===== config.mk =====
export PLATFORM = sky130hd
export DESIGN_NAME = bbuf_loader
export DESIGN_NICKNAME = d
export VERILOG_FILES = /design/src/rtl/bbuf_loader.sv
export SDC_FILE = /design/constraint.sdc
export NUM_CORES = 1
export LEC_CHECK = 0
export CAP_MARGIN = 15
export CORE_MARGIN = 3
export CORE_UTILIZATION = 41
export DETAILED_ROUTE_END_ITERATION = 16
export PLACE_DENSITY_LB_ADDON = 0.12
export SKIP_LAST_GASP = 1
export SYNTH_ARGS = -nofsm -noshare
export SYNTH_HDL_FRONTEND = slang
export SYNTH_SLANG_ARGS = --single-unit

===== constraint.sdc =====
create_clock -name clk -period 2.2 [get_ports clk]
set_input_delay 0.33 -clock clk [delete_from_list [all_inputs] [get_ports clk]]
set_output_delay 0.33 -clock clk [all_outputs]
set_load 0.01 [all_outputs]

===== src/rtl/bbuf_loader.sv =====
// bbuf_loader: descriptor-driven stream-to-bias-buffer write feeder.
// Optional statistics ports enabled by defining BBUF_LOADER_STATS_EN.
module bbuf_loader #(
   parameter int MEM_DATA_WIDTH = 64,
   parameter int MEM_ADDR_WIDTH = 10,
   parameter int COUNT_W        = 16
) (
   input  logic                      clk,
   input  logic                      reset,
   input  logic                      cfg_valid,
   output logic                      cfg_ready,
   input  logic [MEM_ADDR_WIDTH-1:0] cfg_base_addr,
   input  logic [COUNT_W-1:0]        cfg_num_words,
   input  logic [MEM_ADDR_WIDTH-1:0] cfg_addr_stride,
   input  logic                      s_valid,
   output logic                      s_ready,
   input  logic [MEM_DATA_WIDTH-1:0] s_data,
   input  logic                      s_last,
   output logic                      mem_write_req,
   output logic [MEM_ADDR_WIDTH-1:0] mem_write_addr,
   output logic [MEM_DATA_WIDTH-1:0] mem_write_data,
   output logic                      busy,
   output logic                      done,
   output logic                      err_last
`ifdef BBUF_LOADER_STATS_EN
   ,
   output logic [COUNT_W-1:0]        stat_stall_cycles,
   output logic [COUNT_W-1:0]        stat_words
`endif
);

   typedef enum logic [1:0] {
      IDLE = 2'd0,
      LOAD = 2'd1,
      DONE = 2'd2
   } state_t;

   state_t                    state;
   logic [MEM_ADDR_WIDTH-1:0] cur_addr;
   logic [MEM_ADDR_WIDTH-1:0] stride;
   logic [COUNT_W-1:0]        remaining;
   logic                      cfg_acc;
   logic                      beat_acc;
   logic                      last_beat;

   // handshake readiness depends on state only
   assign cfg_ready = (state == IDLE);
   assign s_ready   = (state == LOAD);
   assign busy      = (state != IDLE);
   assign cfg_acc   = cfg_valid && cfg_ready;
   assign beat_acc  = s_valid && s_ready;
   assign last_beat = (remaining == COUNT_W'(1));

   // transfer FSM with registered write port, done pulse and framing error
   always_ff @(posedge clk or negedge reset) begin
      if (!reset) begin
         state          <= IDLE;
         cur_addr       <= '0;
         stride         <= '0;
         remaining      <= '0;
         mem_write_req  <= 1'b0;
         mem_write_addr <= '0;
         mem_write_data <= '0;
         done           <= 1'b0;
         err_last       <= 1'b0;
      end else begin
         mem_write_req <= 1'b0;
         done          <= 1'b0;
         unique case (state)
            IDLE: begin
               if (cfg_valid) begin
                  cur_addr  <= cfg_base_addr;
                  stride    <= cfg_addr_stride;
                  remaining <= cfg_num_words;
                  err_last  <= 1'b0;
                  if (cfg_num_words != '0) begin
                     state <= LOAD;
                  end else begin
                     state <= DONE;
                     done  <= 1'b1;
                  end
               end
            end
            LOAD: begin
               if (s_valid) begin
                  mem_write_req  <= 1'b1;
                  mem_write_addr <= cur_addr;
                  mem_write_data <= s_data;
                  cur_addr       <= cur_addr + stride;
                  remaining      <= remaining - COUNT_W'(1);
                  if (s_last != last_beat) begin
                     err_last <= 1'b1;
                  end
                  if (last_beat) begin
                     state <= DONE;
                     done  <= 1'b1;
                  end
               end
            end
            DONE: begin
               state <= IDLE;
            end
            default: begin
               state <= IDLE;
            end
         endcase
      end
   end

`ifdef BBUF_LOADER_STATS_EN
   // saturating per-transfer stall and word counters
   always_ff @(posedge clk or negedge reset) begin
      if (!reset) begin
         stat_stall_cycles <= '0;
         stat_words        <= '0;
      end else if (cfg_acc) begin
         stat_stall_cycles <= '0;
         stat_words        <= '0;
      end else if (state == LOAD) begin
         if (!s_valid && (stat_stall_cycles != '1)) begin
            stat_stall_cycles <= stat_stall_cycles + COUNT_W'(1);
         end
         if (beat_acc && (stat_words != '1)) begin
            stat_words <= stat_words + COUNT_W'(1);
         end
      end
   end
`endif

endmodule


==> results_dict.tcl <==
set metrics [dict create \
    viasPerCell 4.962 \
    crit_start "cur_addr[0]$_DFFE_PN0P_" \
    cts.sinks 115 \
    cts_tree "yes" \
    place_ws_ns -0.04470 \
    cap_violations 0 \
    maxSlewViolCount 0 \
    grt.overflow.total 0 \
    ff2ff_setup_slack_ns 0.06 \
    drtIter0Drc 295 \
    dp.cells 923 \
    clk_latency_ns 0.41 \
    drc_errors 0 \
    insertedDiodeCount 0 \
    synth_edf_count 0 \
    rr_worst_depth 8 \
    track_usage_pct 20.80 \
    post-route-period-util_pct 97.16 \
    violations "negative hold slack" \
    die_w_um 118.4 \
    synth-warning-count 0 \
    hp-class "input port to asynchronous set/reset pin" \
    ys_ff_latch 115 \
    ys_top_cells_by_count "245 x nand2_1, 115 x dfrtp_1, 32 x a21oi_1" \
    vdd_drop_max_v 0.0005182 \
    worst_slew_pin_slew_ns 0.6262 \
    r2r-end "cur_addr[8]$_DFFE_PN0P_" \
    grt_max_degree 116 \
    netlist.top_cell.by_area "dfrtp_1" \
    cts_max_level 4 \
    power_frac_seq_pct 36.0 \
    hold_violations 14 \
    ys_top_cells_by_area "dfrtp_1 56%, nand2_1 18%, a21oi_1 3.1%" \
    synthFlopType "dfrtp_1" \
    final-setup-viol-count 0 \
    crit_arrival_ns 2.47 \
    setup_ws_ns 0.06252 \
    grt_pass1_vias 4728 \
    end_kind "register" \
    rr_startpoint "cur_addr[0]$_DFFE_PN0P_" \
    finalSetupTns_ns 0 \
    power_frac_clock_pct 38.1 \
    synthesis.nets 698 \
    drt_pass1_iterations 4 \
    cts.hold.buffers_added 0 \
    p_per_area_nw_per_um2 1010 \
    synth_top_area_share_pct 55.57 \
    synth.distinct_cells 49 \
    crit_fanout 3 \
    comb_power_share_pct 25.9 \
    avgSynthCellArea_um2 8.913 \
    whs_ns -0.02633 \
    critPathLaunchType "register" \
    root_buffer "clkbuf_16" \
    die_h_um 118.4 \
    syn_inst 581 \
    min_period_ns 2.137 \
    core_um2 12160 \
    relSlewSlack_pct 58.25 \
    fillerInstances 1019 \
    grt_pass1_wl_mm 23.55 \
    pin_count 185 \
    nNetsFinal 891 \
    worstSetupPathType "register to register" \
    leakage_nw 3.732 \
    die_area_um2 14020 \
    hpwl_mm 9.927 \
    cts-buffers-inserted 17 \
    yosys.cell_count.top_type "nand2_1" \
    avgRoutedWirePerCell_um 15.02 \
    p_int_w 0.005790 \
    post_cts_buffers 0 \
    p_sw_share_pct 28.38 \
    ys_seq_area_share_pct 55.57 \
    syn_to_final_growth_pct 54.53 \
    endpoint "cur_addr[8]$_DFFE_PN0P_" \
    vias 4739 \
    async_flop_share_pct 100.0 \
    place_congestion 0.8413 \
    initial_core_util_pct 42.58 \
    routed_wl_mm 14.34 \
    antenna_found_initial 0 \
    utilization_pct 65.80 \
    fin_cells 955 \
    crit_required_ns 2.53 \
    clockBufferDepth 2 \
    antenna_left 0 \
    num_rows 40 \
    drive_above_1_share_pct 9.911 \
    status "finished with violations" \
    fin_skew_ns 0.004572 \
    place.port_buffers 184 \
    netlist_area_um2 5179 \
    max_freq_ghz 0.4678 \
    switchingPower_w 0.002294 \
    clkTransAtPathRegs_ns 0.05 \
    rsz0062_at_grt "yes" \
]
cells in the final DEF, fill, tap and decap left out, types with 10 or more instances in the layout:
cell type	instances
o21ai_0	23
nor2_1	27
a21oi_1	30
ha_1	10
buf_4	16
clkdlybuf4s50_1	183
dfrtp_1	114
nand2_1	244
clkbuf_16	17
mux2_2	10
worst min-delay path by stage:
stage | start | end | slack [ns] | cells past startpoint
after floorplan | reset | cur_addr[0]$_DFFE_PN0P_ | 0.03 | 0
final | reset | mem_write_data[57]$_DFFE_PN0P_ | -0.03 | 2
after global placement | mem_write_data[8]$_DFFE_PN0P_ | mem_write_data[8]$_DFFE_PN0P_ | 0.46 | 2
after global routing | reset | mem_write_data[61]$_DFFE_PN0P_ | 0.05 | 2
after detailed placement | mem_write_data[26]$_DFFE_PN0P_ | mem_write_data[26]$_DFFE_PN0P_ | 0.46 | 2
after CTS | reset | mem_write_data[62]$_DFFE_PN0P_ | 0.04 | 2
metal layers:
layer / up-vias / wire length (um) / GRT usage, %
met5: - / 0 / 0
met4: 0 / 279 / 9.051
met3: 20 / 959 / 5.981
met2: 171 / 6928 / 33.05
met1: 2226 / 6174 / 26.58
li1: 2322 / - / -
power by group through the flow:
stage                     clock network (W)  logic [W]  registers, W
after floorplan                           0    0.00103       0.00297
after global placement                    0    0.00201       0.00290
after detailed placement                  0    0.00204       0.00293
after CTS                           0.00314    0.00207       0.00290
after global routing                0.00325    0.00234       0.00297
final                               0.00308    0.00210       0.00291
critical path, stage by stage, from the launching register on:
cell and delay, ns:
dfrtp_1 0.37, ha_2 0.20, fa_2 0.38, a211oi_2 0.24, nor2_2 0.08, o211a_1 0.22, o21ai_2 0.13, mux2_4 0.32
a21oi_2 0.13
layout make-up:
cell class | instances | area [um^2] | share of cell area (%)
clock inverters | 9 | 172.7 | 2.158
inverters | 6 | 22.52 | 0.2814
multi-input cells | 432 | 2208 | 27.60
repair buffers | 202 | 2012 | 25.14
well taps | 168 | 210.2 | 2.627
clock buffers | 23 | 498.0 | 6.223
flip-flops and latches | 115 | 2879 | 35.98
through the flow:
stage                     power, W  area [um^2]
final                     0.008084         8003
after global routing      0.008563         8003
after CTS                 0.008105         7979
after detailed placement  0.004971         7303
after global placement    0.004912         7303
after floorplan           0.003991         5181
cell families (layout without fill, tap and decap cells):
group / after synthesis / in the layout / share of synthesized area, %
buffers and inverters: 34 / 240 / 2.488
xor gates and xnor gates: 5 / 5 / 0.8458
AOI/OAI and AO/OA: 91 / 91 / 10.53
adders and majority gates: 12 / 12 / 3.044
DFF: 115 / 115 / 55.57
muxes: 12 / 12 / 2.585
and+or+nand+nor: 312 / 312 / 24.93
flip-flops by register name, summed over array words and instances (netlist names):
register,flops
mem_write_data,64
remaining,16
cur_addr,10
mem_write_addr,10
stride,10
state,2
done,1
err_last,1
mem_write_req,1
timing repair:
| item | CTS | global route |
|---|---|---|
| resized for setup | 2 | 8 |
| setup endpoints to repair | 1 | 3 |
| pin swaps | 0 | 3 |
No activity file was read; power rests on OpenSTA's default activity.
